### src/rtl/cpu_types_pkg.sv
// Shared types for the cache/memory subsystem: RAM handshake states and the
// responder FSM state encoding (exported so benches can decode it).
package cpu_types_pkg;

  typedef enum logic [1:0] {
    FREE   = 2'd0,
    BUSY   = 2'd1,
    ACCESS = 2'd2,
    ERROR  = 2'd3
  } ramstate_t;

  typedef enum logic [1:0] {
    IDLE = 2'd0,
    IACC = 2'd1,
    DACC = 2'd2
  } memctl_state_t;

  localparam int unsigned WAIT_CNT_W = 16;

endpackage

### src/rtl/rr_arb2.sv
// Two-requester round-robin picker. On a tie the side not served last wins.
module rr_arb2 (
  input  logic req_i,
  input  logic req_d,
  input  logic last_d,
  output logic grant_d,
  output logic grant_i
);

  // D wins when alone, or on a tie when I was served last.
  assign grant_d = req_d & (~req_i | ~last_d);
  assign grant_i = req_i & (~req_d |  last_d);

endmodule

### src/rtl/cache_mem_responder.sv
// Memory-side responder: arbitrates icache/dcache requests onto one RAM port,
// handles RAM errors and timeouts, and reports completions combinationally.
// Optional feature: define MEMCTL_STATS_EN to build saturating access counters
// on stat_i/stat_dr/stat_dw; otherwise those ports are tied to zero.
module cache_mem_responder
  import cpu_types_pkg::*;
#(
  parameter int unsigned TIMEOUT_CYCLES = 255
) (
  input  logic        CLK,
  input  logic        RST,
  input  logic        iREN,
  input  logic [31:0] iaddr,
  output logic        iwait,
  output logic [31:0] iload,
  input  logic        dREN,
  input  logic        dWEN,
  input  logic [31:0] daddr,
  input  logic [31:0] dstore,
  output logic        dwait,
  output logic [31:0] dload,
  output logic        ramREN,
  output logic        ramWEN,
  output logic [31:0] ramaddr,
  output logic [31:0] ramstore,
  input  ramstate_t   ramstate,
  input  logic [31:0] ramload,
  output logic        fault,
  output logic [31:0] stat_i,
  output logic [31:0] stat_dr,
  output logic [31:0] stat_dw
);

  memctl_state_t         state, next_state;
  logic                  last_d;
  logic [WAIT_CNT_W-1:0] wait_cnt;
  logic                  grant_d, grant_i;
  logic                  done_i, done_d, abort, cnt_inc, timeout_hit;

  rr_arb2 u_arb (
    .req_i   (iREN),
    .req_d   (dREN | dWEN),
    .last_d  (last_d),
    .grant_d (grant_d),
    .grant_i (grant_i)
  );

  // Abort on the last permitted non-ACCESS cycle of a granted access.
  assign timeout_hit = (wait_cnt == WAIT_CNT_W'(TIMEOUT_CYCLES - 1));

  // Next-state, RAM strobes and requester responses.
  always_comb begin
    // NOTE: every output gets a default first so no path leaves one unassigned (no latches).
    next_state = state;
    iwait      = 1'b1;
    dwait      = 1'b1;
    iload      = '0;
    dload      = '0;
    ramREN     = 1'b0;
    ramWEN     = 1'b0;
    ramaddr    = '0;
    ramstore   = '0;
    done_i     = 1'b0;
    done_d     = 1'b0;
    abort      = 1'b0;
    cnt_inc    = 1'b0;
    case (state)
      IDLE: begin
        if (grant_d)      next_state = DACC;
        else if (grant_i) next_state = IACC;
      end
      IACC: begin
        if (!iREN) begin
          next_state = IDLE;
        end else begin
          ramREN  = 1'b1;
          ramaddr = iaddr;
          if (ramstate == ACCESS) begin
            iwait      = 1'b0;
            iload      = ramload;
            done_i     = 1'b1;
            next_state = IDLE;
          end else if (ramstate == ERROR || timeout_hit) begin
            abort      = 1'b1;
            next_state = IDLE;
          end else begin
            cnt_inc = 1'b1;
          end
        end
      end
      DACC: begin
        if (!(dREN || dWEN)) begin
          next_state = IDLE;
        end else begin
          ramaddr = daddr;
          if (dWEN) begin
            ramWEN   = 1'b1;
            ramstore = dstore;
          end else begin
            ramREN = 1'b1;
          end
          if (ramstate == ACCESS) begin
            dwait      = 1'b0;
            dload      = dWEN ? 32'h0 : ramload;
            done_d     = 1'b1;
            next_state = IDLE;
          end else if (ramstate == ERROR || timeout_hit) begin
            abort      = 1'b1;
            next_state = IDLE;
          end else begin
            cnt_inc = 1'b1;
          end
        end
      end
      default: next_state = IDLE;
    endcase
  end

  // State register plus fairness flag, sticky fault and wait counter.
  always_ff @(posedge CLK or posedge RST) begin
    if (RST) begin
      state    <= IDLE;
      last_d   <= 1'b0;
      fault    <= 1'b0;
      wait_cnt <= '0;
    end else begin
      // NOTE: sequential state uses non-blocking assignments so all registers update together.
      state <= next_state;
      if (done_i)      last_d <= 1'b0;
      else if (done_d) last_d <= 1'b1;
      else if (abort)  last_d <= ~last_d;
      if (abort) fault <= 1'b1;
      if (state == IDLE) wait_cnt <= '0;
      else if (cnt_inc)  wait_cnt <= wait_cnt + 1'b1;
    end
  end

`ifdef MEMCTL_STATS_EN
  // Saturating completion counters per access kind.
  always_ff @(posedge CLK or posedge RST) begin
    if (RST) begin
      stat_i  <= '0;
      stat_dr <= '0;
      stat_dw <= '0;
    end else begin
      if (done_i && stat_i != '1)            stat_i  <= stat_i + 1'b1;
      if (done_d && !dWEN && stat_dr != '1)  stat_dr <= stat_dr + 1'b1;
      if (done_d && dWEN && stat_dw != '1)   stat_dw <= stat_dw + 1'b1;
    end
  end
`else
  assign stat_i  = '0;
  assign stat_dr = '0;
  assign stat_dw = '0;
`endif

endmodule

### config.mk
export PLATFORM = sky130hd
export DESIGN_NAME = cache_mem_responder
export DESIGN_NICKNAME = d
export VERILOG_FILES = /design/src/rtl/cpu_types_pkg.sv /design/src/rtl/rr_arb2.sv /design/src/rtl/cache_mem_responder.sv
export SDC_FILE = /design/constraint.sdc
export NUM_CORES = 1
export LEC_CHECK = 0
export ABC_AREA = 0
export BUFFER_PORTS_ARGS = -buffer_cell sky130_fd_sc_hd__buf_4
export CAP_MARGIN = 0
export CORE_AREA = 4 4 140 142
export DETAILED_ROUTE_END_ITERATION = 10
export DIE_AREA = 0 0 144 146
export PLACE_DENSITY = 0.45
export SETUP_SLACK_MARGIN = 0.5
export SLEW_MARGIN = 20
export SYNTH_ARGS = -nofsm -noshare
export SYNTH_HDL_FRONTEND = slang
export SYNTH_SLANG_ARGS = --single-unit
### constraint.sdc
create_clock -name CLK -period 2.25 [get_ports CLK]
set_input_delay 0 -clock CLK [delete_from_list [all_inputs] [get_ports CLK]]
set_output_delay 0 -clock CLK [all_outputs]
set_load 0.02 [all_outputs]
### Yosys cells after proc, flatten, opt, wreduce, memory -nomap -nowiden

Index checks and enable logic that the tools add are counted.

| operators by class | value |
|---|---|
| reduce and logical (&&, ||, !) cells | 5 |
| mux-type cells | 52 |
| eq/ne operators | 6 |
| bitwise operators | 8 |
| add/sub/neg operators | 1 |

Operators with widths:

| cell | number |
|---|---|
| $mux 32 | 12 |
| $pmux 32 s2 | 1 |
| $mux 16 | 2 |
| $mux 1 | 27 |
| $add 16x1->16 const B | 1 |
| $eq 16x8->1 const B | 1 |
| $mux 2 | 6 |
| $eq 2x2->1 const B | 3 |
| $pmux 1 s2 | 3 |
| $pmux 2 s3 | 1 |
| $ne 3x3->1 const B | 1 |
| $not 1->1 | 3 |
| $or 1x1->1 | 3 |
| $reduce_bool 3->1 | 1 |
| $and 1x1->1 | 2 |
| $eq 2x1->1 const B | 1 |
| $logic_not 2->1 | 1 |
| $logic_or 1x1->1 | 2 |
| $reduce_bool 2->1 | 1 |

| word-level totals | value |
|---|---|
| input bits | 135 |
| register bits | 20 |
| logic and storage cells | 76 |
| output and inout bits | 229 |

### Depth between registers and ports, before layout

| depth | value |
|---|---|
| depth in word-level cells | 9 |
| depth in mapped cells | 9 |
| gate-level depth less buffers | 7 |

### Cells and area by module

From an unflattened synthesis, not the netlist that was laid out.

| unflattened totals | value |
|---|---|
| cells, all modules | 431 |
| area, all modules | 3234.4 µm² |

Modules (own cells, without submodules):

| module | times used | area each (µm²) | cells each | seq. area each (µm²) |
|---|---|---|---|---|
| cache_mem_responder | 1 | 3215.6 | 428 | 500.5 |
| rr_arb2 | 1 | 18.8 | 3 | 0.0 |

### Least setup slack after synthesis

OpenSTA, ideal clock, no wires.

| path | value |
|---|---|
| path kind | flip-flop to flip-flop |
| start | reg state[0] |
| end | reg wait_cnt[3] |
| slack | 0.113 ns |
| data required time | 2.172 ns |
| arrival time | 2.059 ns |
| buffers on the path | 1 |
| cell stages (with the launch flop) | 9 |
| clock period less this slack | 2.137 ns |
| setup time | 0.078 ns |
| cell sequence | dfrtp_1 > inv_1 > ha_1 > o21ai_1 > a211oi_4 > o21ai_2 > buf_4 > or3_1 > a21oi_1 |

| on the way | value |
|---|---|
| longest elaborated chain between the ends | 3 |
| elaborated cells on any way between the ends | 6 |
| classes of those cells | eq/ne (2); mux (2); reduce/logical (2) |

Ends and longest elaborated chain:

| what | line | text |
|---|---|---|
| start, declared | cache_mem_responder.sv:34 | `memctl_state_t state, next_state;` |
| start signal, assigned | cache_mem_responder.sv:128 | `state <= next_state;` |
| $eq 2x2->1 or $eq 2x1->1 (tied branches) | cache_mem_responder.sv:67 | `case (state)` |
| $pmux 1 s2 | cache_mem_responder.sv:67 |  |
| $reduce_bool 2->1 (no line) | - |  |
| end signal, assigned | cache_mem_responder.sv:134 | `else if (cnt_inc) wait_cnt <= wait_cnt + 1'b1;` |
| end, declared | cache_mem_responder.sv:36 | `logic [WAIT_CNT_W-1:0] wait_cnt;` |

Several ways; a longest one is shown, not always the timed one.
A chain may end at the register's enable or synchronous reset.

### Worst setup path after layout

| path | value |
|---|---|
| start | reg state[0] |
| end | reg wait_cnt[10] |

Same word-level chain as after synthesis.

==> impl_metrics.env <==
export IMPL_grt_max_degree=36
export IMPL_final_antenna_net_count=0
export IMPL_cap_violations=0
export IMPL_synthArstFlopShare_pct=100
export IMPL_holdCritPathClass="in -> reg"
export IMPL_fmax_ghz=0.522
export IMPL_arrival_ps=2090
export IMPL_critPathTopFamily="compound AO/OA/AOI/OAI gates"
export IMPL_end_kind="flip-flop"
export IMPL_hold_viol_final=0
export IMPL_crit_type="reg -> reg"
export IMPL_holdPathEnd="fault$_DFFE_PP0P_"
export IMPL_drtIter0Drc=111
export IMPL_ys_top_cells_by_count="buf_4 (97), and3_1 (66), and2_1 (34), nor2b_1 (34), a22oi_1 (32)"
export IMPL_yosys_warnings=0
export IMPL_r2r_end="wait_cnt[10]$_DFFE_PP0P_"
export IMPL_synthTopCellsByArea="buf_4 (23%), dfrtp_1 (16%), and3_1 (13%), a22oi_1 (7.7%), and2_1 (6.8%)"
export IMPL_hpwl_um=12000
export IMPL_period_minus_slack_ps=1920
export IMPL_worst_setup_path_start_kind="flip-flop"
export IMPL_relSlewSlack_pct=45.7
export IMPL_ios=364
export IMPL_drv_slew=0
export IMPL_cts_made_buffers=3
export IMPL_whs_path_depth=3
export IMPL_reg2reg_slack_ps=330
export IMPL_antennaDiodeCount=0
export IMPL_die_w_um=144
export IMPL_area_delta_synth_final_pct=109
export IMPL_finalWirelength_um=16900
export IMPL_ys_flop_type="dfrtp_1"
export IMPL_p_sw_share_pct=44.8
export IMPL_power_frac_seq_pct=10.0
export IMPL_r2r_start="state[0]$_DFFE_PP0P_"
export IMPL_avgSynthCellArea_sq_um=7.33
export IMPL_setup_worst_path_start="state[0]$_DFFE_PP0P_"
export IMPL_routedWlPerCell_um=17.6
export IMPL_setup_viol=0
export IMPL_vdd_drop_max_uv=548
export IMPL_die_area_sq_um=21000
export IMPL_cp_max_fo=4
export IMPL_synth_cell_types=41
export IMPL_synth_top_cell_area_share_pct=23.3
export IMPL_worst_slew_pin_slew_ps=814
export IMPL_r2r_cells=9
export IMPL_synth_most_common_cell="buf_4"
export IMPL_netlist_area_sq_um=3120
export IMPL_routed_via_density=3.99
export IMPL_critPathSlowestCell="or4_1"
export IMPL_post_place_ws_ps=149
export IMPL_p_sw_w=0.00206
export IMPL_worst_slack_ps=335
export IMPL_dr_pass1_iters=4
export IMPL_slowest_delay_ps=420
export IMPL_ctsHtreeMaxLevel=1
export IMPL_grt_total_usage_pct=14.4
export IMPL_grt_pass1_vias=3910
export IMPL_clock_sinks=20
export IMPL_cts_tree="built"
export IMPL_tns_ps=0
export IMPL_timing_final_crit_share_pct=85.1
export IMPL_powerDensity_nw_per_um2=704
export IMPL_drive_above_1_share_pct=62.6
export IMPL_grt_overflow=0
export IMPL_hold_start="ramstate[0]"
export IMPL_antenna_found_initial=0
export IMPL_synth_edf_count=0
export IMPL_coreArea_sq_um=18500
export IMPL_die_height_um=146
export IMPL_drc=0
export IMPL_grt_first_pass_wirelength_um=23900
export IMPL_critical_path_buf_inv_count=3
export IMPL_vias=3835
export IMPL_power_frac_clock_pct=8.0
export IMPL_crit_required_ps=2430
export IMPL_io_buffers=267
export IMPL_p_int_w=0.00253
export IMPL_gp_congestion=0.773
export IMPL_synth_seq_cells=20
export IMPL_combPwrFrac_pct=81.9
export IMPL_yosysTopAreaCell="buf_4"
export IMPL_leakage_nw=3.30
export IMPL_root_buffer="clkbuf_16"
export IMPL_status="completed"
export IMPL_crit_path_cell_trace="inv_2 -> ha_4 -> o21ai_4 -> a211oi_4 -> buf_6 -> buf_6 -> o21ai_4 -> or4_1 -> a21oi_1"
export IMPL_clock_latency_ps=250
export IMPL_path_clk_slew_ps=60
export IMPL_rsz0062_at_grt="yes"
export IMPL_row_count=50
export IMPL_fin_nets=871
export IMPL_initial_utilization_pct=16.9
export IMPL_clockBufferDepth=2
export IMPL_synth_seq_area_share_pct=16.0
export IMPL_synth_cells=426
export IMPL_fin_skew_ps=3.48
## final cells by class
cell class | instances | area (sq um)
fill | 1949 | 11900
timing repair buffer | 329 | 3030
multi-input combinational | 370 | 2610
sequential | 20 | 503
tap | 234 | 293
clock buffer | 3 | 75.1
inverter | 6 | 22.5
## tightest hold or removal path, delay by kind of cell
kind	cells	cell delay [ps]
AND/OR/NAND/NOR	1	60
buffers and inverters	1	120
AO/OA/AOI/OAI	1	80
## power by group through the flow
stage | logic [W] | clock network, W | registers [W]
floorplan | 0.00184 | 0 | 0.000472
global placement | 0.00274 | 0 | 0.000478
detailed placement | 0.00271 | 0 | 0.000480
CTS | 0.00329 | 0.000376 | 0.000459
global route | 0.00401 | 0.000390 | 0.000470
finish | 0.00376 | 0.000369 | 0.000461
## placed cells by master, fill, tap and decap left out, types with 9 or more instances in the layout
master | Yosys | layout
buf_4 | 97 | 239
conb_1 | 1 | 96
buf_6 | 0 | 71
and3_1 | 66 | 62
and2_4 | 0 | 32
a22oi_2 | 0 | 31
nor2b_2 | 0 | 30
dfrtp_1 | 20 | 18
nor2_1 | 16 | 14
nand2_1 | 9 | 9
## registers in the layout (all words and copies together), names as in the netlist
register  cells
wait_cnt     16
last_d        1
fault         1
state         2
## per-layer routing
layer | wire (um) | vias up | part of all wire [%] | GRT usage [%]
li1 | - | 1891 | - | -
met1 | 6580 | 1796 | 39 | 17.6
met2 | 9110 | 142 | 54 | 26.0
met3 | 1160 | 6 | 6.8 | 4.30
met4 | 79 | 0 | 0.47 | 0.659
met5 | 0 | - | 0 | 0
## logic make-up after synthesis
group                      synth area share (%)
and+or+nand+nor                            36.4
buffers and inverters                      27.5
AOI/OAI and AO/OA                          15.2
DFF                                        16.0
xor gates and xnor gates                   2.25
adders and majority gates                  2.41
other                                     0.120
## per-stage QoR
stage	power [W]	utilization [%]	std cells	hold slack, ps	cell area (sq um)
CTS	0.00413	32.7	933	44.6	6040
finish	0.00460	35.4	962	39.8	6530
floorplan	0.00231	-	521	-36.2	3600
detailed placement	0.00319	27.9	905	220	5140
global route	0.00487	35.4	962	64.5	6530
global placement	0.00322	27.9	905	228	5140
## worst max path at each step
stage | to | slack (ps) | cells after the start
2_1_floorplan | wait_cnt[7]$_DFFE_PP0P_ | 290 | 7
3_3_place_gp | wait_cnt[3]$_DFFE_PP0P_ | 200 | 7
3_5_place_dp | wait_cnt[3]$_DFFE_PP0P_ | 150 | 7
4_1_cts | wait_cnt[7]$_DFFE_PP0P_ | 310 | 8
5_1_grt | dload[27] | 250 | 8
6_report | wait_cnt[10]$_DFFE_PP0P_ | 330 | 9
## repair_timing
action	4_1_cts	5_1_grt
cloned	9	4
pin swaps	41	38
setup buffers	15	25
resized for setup	118	62
endpoints found under the hold margin	20	0
setup endpoints to repair	98	117
hold buffers	1	0
Note: power is estimated with default switching activity, not from simulation.
